### config.mk
export PLATFORM = sky130hd
export DESIGN_NAME = phase_sequencer
export DESIGN_NICKNAME = d
export VERILOG_FILES = /design/src/rtl/ctrl_pkg.sv /design/src/rtl/exec_debouncer.sv /design/src/rtl/phase_sequencer.sv
export SDC_FILE = /design/constraint.sdc
export NUM_CORES = 1
export LEC_CHECK = 0
export ABC_CLOCK_PERIOD_IN_PS = 1780
export CAP_MARGIN = 25
export CORE_UTILIZATION = 35
export DETAILED_ROUTE_END_ITERATION = 8
export DONT_BUFFER_PORTS = 1
export PLACE_DENSITY = 0.48
export SYNTH_ARGS = -nofsm -noshare
export SYNTH_HDL_FRONTEND = slang
export SYNTH_SLANG_ARGS = --single-unit
export TNS_END_PERCENT = 5
### constraint.sdc
create_clock -name clock -period 1.78 [get_ports clock]
set_input_delay 0.178 -clock clock [delete_from_list [all_inputs] [get_ports clock]]
set_output_delay 0.178 -clock clock [all_outputs]
set_load 0.01 [all_outputs]
### src/rtl/ctrl_pkg.sv
// Shared control-unit definitions: sequencer state encoding and phase constants.
// The named phase encodings are reused by the downstream p1..p5 phase decode.
package ctrl_pkg;

  localparam int NUM_PHASES = 5;
  localparam int PHASE_W    = 3;

  typedef enum logic [1:0] {
    IDLE   = 2'd0,
    RUN    = 2'd1,
    STEP   = 2'd2,
    HALTED = 2'd3
  } seq_state_e;

  localparam logic [PHASE_W-1:0] PH_0 = 3'd0;
  localparam logic [PHASE_W-1:0] PH_1 = 3'd1;
  localparam logic [PHASE_W-1:0] PH_2 = 3'd2;
  localparam logic [PHASE_W-1:0] PH_3 = 3'd3;
  localparam logic [PHASE_W-1:0] PH_4 = 3'd4;

endpackage

### src/rtl/exec_debouncer.sv
// Cleans the raw exec pushbutton: 2-flop synchronizer, stability counter and
// a registered one-cycle pulse on each debounced rising edge.
module exec_debouncer #(
  parameter int DEBOUNCE_CYCLES = 16
) (
  input  logic clock,
  input  logic reset,
  input  logic exec,
  output logic exec_pulse
);

  localparam int CNT_W = (DEBOUNCE_CYCLES > 1) ? $clog2(DEBOUNCE_CYCLES) : 1;
  localparam logic [CNT_W-1:0] CNT_LAST = CNT_W'(DEBOUNCE_CYCLES - 1);

  logic [1:0]       r_sync;
  logic [CNT_W-1:0] r_cnt;
  logic             r_level;
  logic             r_pulse;

  // Synchronize, then only accept a new level after it has held for the full window.
  always_ff @(posedge clock or negedge reset) begin
    if (!reset) begin
      r_sync  <= 2'b00;
      r_cnt   <= '0;
      r_level <= 1'b0;
      r_pulse <= 1'b0;
    end else begin
      r_sync  <= {r_sync[0], exec};
      r_pulse <= 1'b0;
      if (r_sync[1] == r_level) begin
        r_cnt <= '0;
      end else if (r_cnt == CNT_LAST) begin
        r_level <= r_sync[1];
        r_cnt   <= '0;
        r_pulse <= r_sync[1];
      end else begin
        r_cnt <= r_cnt + CNT_W'(1);
      end
    end
  end

  assign exec_pulse = r_pulse;

endmodule

### src/rtl/phase_sequencer.sv
// Phase-clock sequencer: produces the phase index and run/stop state for the
// control unit, with free-run, single-step and halt-at-boundary modes.
module phase_sequencer #(
  parameter int DEBOUNCE_CYCLES = 16,
  parameter int NUM_PHASES      = ctrl_pkg::NUM_PHASES,
  parameter int PHASE_W         = ctrl_pkg::PHASE_W,
  parameter int COUNT_W         = 16
) (
  input  logic               clock,
  input  logic               reset,
  input  logic               exec,
  input  logic               step_mode,
  input  logic               halt,
  output logic [PHASE_W-1:0] phase,
  output logic               running,
  output logic               halted,
  output logic               exec_pulse,
  output logic [COUNT_W-1:0] instr_count
);

  import ctrl_pkg::*;

  logic               w_exec_pulse;
  logic               w_last;
  seq_state_e         r_state;
  logic [PHASE_W-1:0] r_phase;
  logic               r_running;
  logic               r_halted;
  logic               r_stop_req;
  logic [COUNT_W-1:0] r_instr_count;

  exec_debouncer #(
    .DEBOUNCE_CYCLES(DEBOUNCE_CYCLES)
  ) u_exec_debouncer (
    .clock     (clock),
    .reset     (reset),
    .exec      (exec),
    .exec_pulse(w_exec_pulse)
  );

  assign w_last = (r_phase == PHASE_W'(NUM_PHASES - 1));

  // Sequencer FSM; every output is a register updated alongside the state.
  always_ff @(posedge clock or negedge reset) begin
    if (!reset) begin
      r_state       <= IDLE;
      r_phase       <= '0;
      r_running     <= 1'b0;
      r_halted      <= 1'b0;
      r_stop_req    <= 1'b0;
      r_instr_count <= '0;
    end else begin
      // The exit cycle still counts: running is high while the last phase is shown.
      if (r_running && w_last) begin
        r_instr_count <= r_instr_count + COUNT_W'(1);
      end
      case (r_state)
        IDLE: begin
          r_phase <= '0;
          if (w_exec_pulse) begin
            r_state   <= step_mode ? STEP : RUN;
            r_running <= 1'b1;
          end
        end
        RUN: begin
          if (w_last) begin
            r_phase <= '0;
            if (halt) begin
              r_state    <= HALTED;
              r_running  <= 1'b0;
              r_halted   <= 1'b1;
              r_stop_req <= 1'b0;
            end else if (r_stop_req || w_exec_pulse) begin
              r_state    <= IDLE;
              r_running  <= 1'b0;
              r_stop_req <= 1'b0;
            end
          end else begin
            r_phase <= r_phase + PHASE_W'(1);
            if (w_exec_pulse) begin
              r_stop_req <= 1'b1;
            end
          end
        end
        STEP: begin
          if (w_last) begin
            r_phase    <= '0;
            r_running  <= 1'b0;
            r_stop_req <= 1'b0;
            if (halt) begin
              r_state  <= HALTED;
              r_halted <= 1'b1;
            end else begin
              r_state <= IDLE;
            end
          end else begin
            r_phase <= r_phase + PHASE_W'(1);
          end
        end
        HALTED: begin
          r_phase   <= '0;
          r_running <= 1'b0;
          r_halted  <= 1'b1;
        end
        default: begin
          r_state    <= IDLE;
          r_phase    <= '0;
          r_running  <= 1'b0;
          r_halted   <= 1'b0;
          r_stop_req <= 1'b0;
        end
      endcase
    end
  end

  assign phase       = r_phase;
  assign running     = r_running;
  assign halted      = r_halted;
  assign exec_pulse  = w_exec_pulse;
  assign instr_count = r_instr_count;

endmodule
== Word-level counts from Yosys, hierarchy flattened ==
Cells that the tools add are included.

* Flip-flop bits (word level): 32
* Input port bits: 5
* Output and inout port bits: 22
* Logic and storage cells: 66

* $add $sub $neg: 3
* Eq/ne operators: 14
* Multiplexer cells: 25
* Bitwise gates (word level): 1
* Reductions and logical operators: 13

{| class="wikitable"
|+ Operator list
! operator !! number
|-
| $add A16 B1 Y16 const B || 1
|-
| $mux W2 || 7
|-
| $mux W1 || 10
|-
| $mux W4 || 2
|-
| $reduce_and A4 Y1 || 2
|-
| $ne A2 B1 Y1 const B || 3
|-
| $pmux W2 S3 || 1
|-
| $pmux W3 S2 || 1
|-
| $reduce_and A5 Y1 || 1
|-
| $add A4 B1 Y4 const B || 1
|-
| $eq A2 B2 Y1 const B || 2
|-
| $eq A4 B4 Y1 const B || 1
|-
| $ne A2 B2 Y1 const B || 2
|-
| $ne A4 B4 Y1 const B || 1
|-
| $pmux W1 S2 || 2
|-
| $pmux W1 S4 || 1
|-
| $reduce_bool A2 Y1 || 2
|-
| $reduce_or A2 Y1 || 2
|-
| $add A3 B1 Y3 const B || 1
|-
| $eq A3 B3 Y1 const B || 1
|-
| $mux W3 || 1
|-
| $ne A3 B2 Y1 const B || 1
|-
| $ne A3 B3 Y1 const B || 1
|-
| $reduce_and A3 Y1 || 1
|-
| 8 further kinds || 8
|}

== Depth between registers and ports, before layout ==
* Depth in word-level cells: 5
* Mapped depth: 6

== Modules after synthesis ==
Synthesis repeated with hierarchy kept, for this count alone.

* Cells, all modules: 131
* Area total of the unflattened synthesis: 1559.0 um^2

{| class="wikitable"
|+ Modules (own cells, without submodules)
! module !! times used !! cells each !! area an instance (um^2) !! seq. area each (um^2)
|-
| phase_sequencer || 1 || 111 || 1256.2 || 600.6
|-
| exec_debouncer || 1 || 20 || 302.8 || 200.2
|}

== Worst setup path before layout ==
OpenSTA, ideal clock, no wires.

* Path type: flip-flop to flip-flop
* From: reg r_phase[0], in the netlist phase[0]
* To: reg r_instr_count[13], in the netlist instr_count[13]
* Setup time: 0.125 ns
* Data arrival time: 1.445 ns
* Required time: 1.655 ns
* Setup slack: 0.210 ns
* Stages on the path, launching flop included: 7
* Path buffers: 0
* Period minus slack after synthesis: 1.570 ns
* Cells stage by stage: dfrtp_1 > inv_1 > ha_1 > nand3_4 > nor4_4 > nand3_1 > xnor2_1

* Word-level cells in the longest chain between the ends: 2

{| class="wikitable"
|+ Ends and longest elaborated chain
! element !! RTL line !! text
|-
| start, declared || phase_sequencer.sv:26 || <nowiki>logic [PHASE_W-1:0] r_phase;</nowiki>
|-
| start signal, assigned || phase_sequencer.sv:79 || <nowiki>r_phase <= r_phase + PHASE_W'(1);</nowiki>
|-
| start signal, assigned || phase_sequencer.sv:97 || <nowiki>r_phase <= r_phase + PHASE_W'(1);</nowiki>
|-
| $eq A3 B3 Y1 || phase_sequencer.sv:41 || <nowiki>assign w_last = (r_phase == PHASE_W'(NUM_PHASES - 1));</nowiki>
|-
| $logic_and A1 B1 Y1 || phase_sequencer.sv:54 || <nowiki>if (r_running && w_last) begin</nowiki>
|-
| end signal, assigned || phase_sequencer.sv:55 || <nowiki>r_instr_count <= r_instr_count + COUNT_W'(1);</nowiki>
|-
| end, declared || phase_sequencer.sv:30 || <nowiki>logic [COUNT_W-1:0] r_instr_count;</nowiki>
|}

Every way passes these cells.
A chain may end at the register's enable or synchronous reset.

== Worst setup path in the final report ==
* From: reg r_state[1]
* To: reg r_state[0]

* Word-level cells in the longest chain between the ends: 3

{| class="wikitable"
|+ Ends and longest elaborated chain
! element !! RTL line !! text
|-
| start, declared || phase_sequencer.sv:25 || <nowiki>seq_state_e r_state;</nowiki>
|-
| start signal, assigned || phase_sequencer.sv:61 || <nowiki>r_state <= step_mode ? STEP : RUN;</nowiki>
|-
| $eq A2 B1 Y1 (tied with other cells) || phase_sequencer.sv:57 || <nowiki>case (r_state)</nowiki>
|-
| $ne A3 B3 Y1 (no source line) (tied with other cells) || -- ||
|-
| $reduce_and A5 Y1 (no source line) || -- ||
|}

Parallel ways exist; a longest one is shown, timed or not.

==> summary.txt <==
Synthesis
  – Post-Synth XOR/XNOR Area: 9.92%
  – Synth area leaders: dfrtp_1, xnor2_1, ha_1, mux2_2, nand2_1
  – Most numerous cell in the Yosys netlist: dfrtp_1
  – Top cells by count, synth: dfrtp_1, xnor2_1, nand2_1
  – Area leader, netlist: dfrtp_1
  – Predominant post-synthesis flop cell: dfrtp_1
  – #FFs+latches synth: 32
  – Async SR Flop Fraction: between 90% and 100%
  – Avg Cell Area, Syn: 11.7 sq um
  – Post-synthesis simple-gate area fraction: 19.3%
  – Largest family of logic cells by synthesized area: simple AND/OR/NAND/NOR gates
  – Syn Nets: 142
  – EDFF count, synth: 0
  – Yosys cell types: 29
  – Post-Syn Area: 0.00150 sq mm
  – Part of the Yosys area used for sequential elements: between 50 and 60%
  – Post-synthesis mux area share: 3.00%
  – Compound-gate portion of the synthesized area: ~4.7%
  – Syn Inst Count: 128
  – Ys Warns: 0
  – Synth top area share: 53.4%
  – Adder-cell area share of the yosys netlist: under 10%

Setup path
  – Max incr delay on CP: a little over 400 ps
  – Critical path peak fanout: 4
  – Crit-path slowest cell: dfrtp_1
  – Buf+Inv Stages, Crit Path: 1
  – Delay-heaviest family, CP: flip-flops
  – CP Launch Type: register
  – Critical Path, Cell by Cell: inv_1 > ha_1 > nor3b_1 > o21ai_0 > nand3b_1 > mux2_2
  – Crit end category: register
  – Type of the worst setup path: register to register
  – Req. time, crit path: 1940 ps
  – Crit path arrival time: 1790 ps

Job
  – Max-Cap Viols: 0

Clock tree
  – Clock Path Buffers: 2
  – CTS buffer count: 5
  – # clock sinks: 32
  – CTS clk-pin slew, worst paths: 60 ps
  – Htree depth: 2
  – CTS tree: built
  – Clock Latency Late Sink: 270 ps
  – Root Buffer: clkbuf_8

STA
  – Slew @ Worst Pin: 342 ps
  – Post-Route Setup TNS: 0 ps
  – Unrepaired setup endpoints after global routing: no
  – Hold Fails Final Rpt: 0
  – Final setup fails: 0
  – Max transition margin: 77.2%
  – Achievable frequency: 615 MHz
  – Post-layout min period: between 1500 and 2000 ps
  – Fin Clk Skew: 6.14 ps
  – Final Max Tran Viols: 0
  – Period utilization: between 90% and 100%

Pwr
  – Max VDD drop: 0.000570 V
  – PD cells: around 1200 mW/mm^2
  – Power Total: 2.06 mW
  – Lkg Pwr: 0.795 nW

Floorplan
  – Die ar.: 0.00455 sq mm
  – I/O pins: 27
  – Row Count: 23
  – CORE AREA: 0.00406 sq mm
  – Die span in y: 67.5 um
  – Initial core utilization: 37.0%
  – Die W: 67.5 um

Route
  – First DRT Iteration DRCs: 48
  – Post-route ant nets: 0
  – Iteration count of the initial detailed-routing pass: 6
  – DRC viols: 0
  – Post-Route WL: 2640 um
  – Total number of vias: 960
  – Routed vias/inst: between 4 and 5
  – Avg WL per Cell: 13.7 um

GRT
  – First-pass GRT wire length: ~4500 um
  – GRT Overall Usage: 13.6%
  – Initial antenna violation count: 0
  – Pin count of the biggest net entering global routing: 33
  – Congestion Overflow GR: 0
  – Vias in the first global route: 1005

Finish
  – Layout Nets: 156
  – Proportion of layout cells with a drive suffix above 1: 14.7%
  – Multi-input gate area: 668 sq um
  – # diodes: 0
  – Synth-to-Final Area Change: 15.0%
  – Fill cell count: 367
  – Fin util: 42.5%
  – Flip-flop and latch area: 801 sq um

Run status
  – Status: finished clean

Placement
  – I/O Buffers: 0
  – RePlAce Congestion: 0.654
  – Hpwl dp: 1960 um

Worst hold path
  – Hold Crit Class: input pin to register
[layout by cell type (no fill, tap or decap), types with 2 or more instances in the layout]
master	Yosys	routed
buf_4	0	4
o21ai_0	5	5
nand2_1	12	12
a21oi_1	3	3
dlygate4sd3_1	0	2
nand4_1	4	4
mux2_2	4	4
clkbuf_8	0	6
nor2_1	5	5
dfrtp_1	32	32
inv_1	9	9
xnor2_1	15	15
and3_1	4	4
nor3b_1	3	3
nand3_1	6	6
clkbuf_1	0	2
xor2_1	2	2
ha_1	9	8
[path summary, 6_finish.rpt]
path                                            start                    endpoint  slack [ps]  cells past startpoint
max                                        r_state[1]                  r_state[0]         150                      6
min                                              halt                      halted         130                      2
max reg2reg                                r_state[1]                  r_state[0]         150                      6
min reg2reg                u_exec_debouncer.r_sync[0]  u_exec_debouncer.r_sync[1]         360                      0
max in group asynchronous                       reset    u_exec_debouncer.r_level        1270                      2
min in group asynchronous                       reset             instr_count[10]         340                      2
[metal layers]
metal | wire length, um | vias up | part of all wire, % | track usage, %
li1 | - | 467 | - | -
met1 | 1070 | 468 | 41 | 14.7
met2 | 1400 | 23 | 53 | 23.5
met3 | 145 | 2 | 5.5 | 5.91
met4 | 20 | 0 | 0.76 | 4.79
met5 | 0 | - | 0 | 0
[power breakdown]
group	leakage [nW]	internal (mW)	switching [mW]	total (mW)
logic	0.328	0.272	0.322	0.594
registers	0.422	0.820	0.0884	0.908
clock network	0.0455	0.315	0.244	0.559
[per-stage QoR]
| stage | area (sq um) | cells | hold slack (ps) | setup WS (ps) |
|---|---|---|---|---|
| after floorplan | 1500 | 128 | -118 | 210 |
| after global placement | 1590 | 182 | -117 | 195 |
| after detailed placement | 1590 | 182 | -117 | 114 |
| after CTS | 1720 | 193 | 127 | 99.6 |
| after global routing | 1730 | 193 | 122 | 19.3 |
| final | 1730 | 193 | 129 | 153 |
[sequential cells by signal, summed over array words and instances, names as in the netlist, 2 cells and up]
signal,cells
instr_count,16
phase,3
r_state,2
u_exec_debouncer.r_cnt,4
u_exec_debouncer.r_sync,2
[logic make-up after synthesis]
kind of cell / after synthesis
AOI/OAI and AO/OA: 12
xor gates and xnor gates: 17
adders and majority gates: 9
buffers and inverters: 9
DFF: 32
muxes: 4
and+or+nand+nor: 45
[area by class of cell]
cell class | count | area share, %
flip-flops and latches | 32 | 46.4
multi-input cells | 87 | 38.7
clock buffers | 8 | 5.22
repair buffers | 7 | 4.06
well taps | 50 | 3.63
inverters | 9 | 1.96
[timing repair]
action,in CTS,in global routing
hold buffers,3,0
buffers inserted,0,0
endpoints found under the hold margin,33,0
setup endpoints to repair,0,2
gates resized for setup,0,1
(Power assumes the default switching activity.)
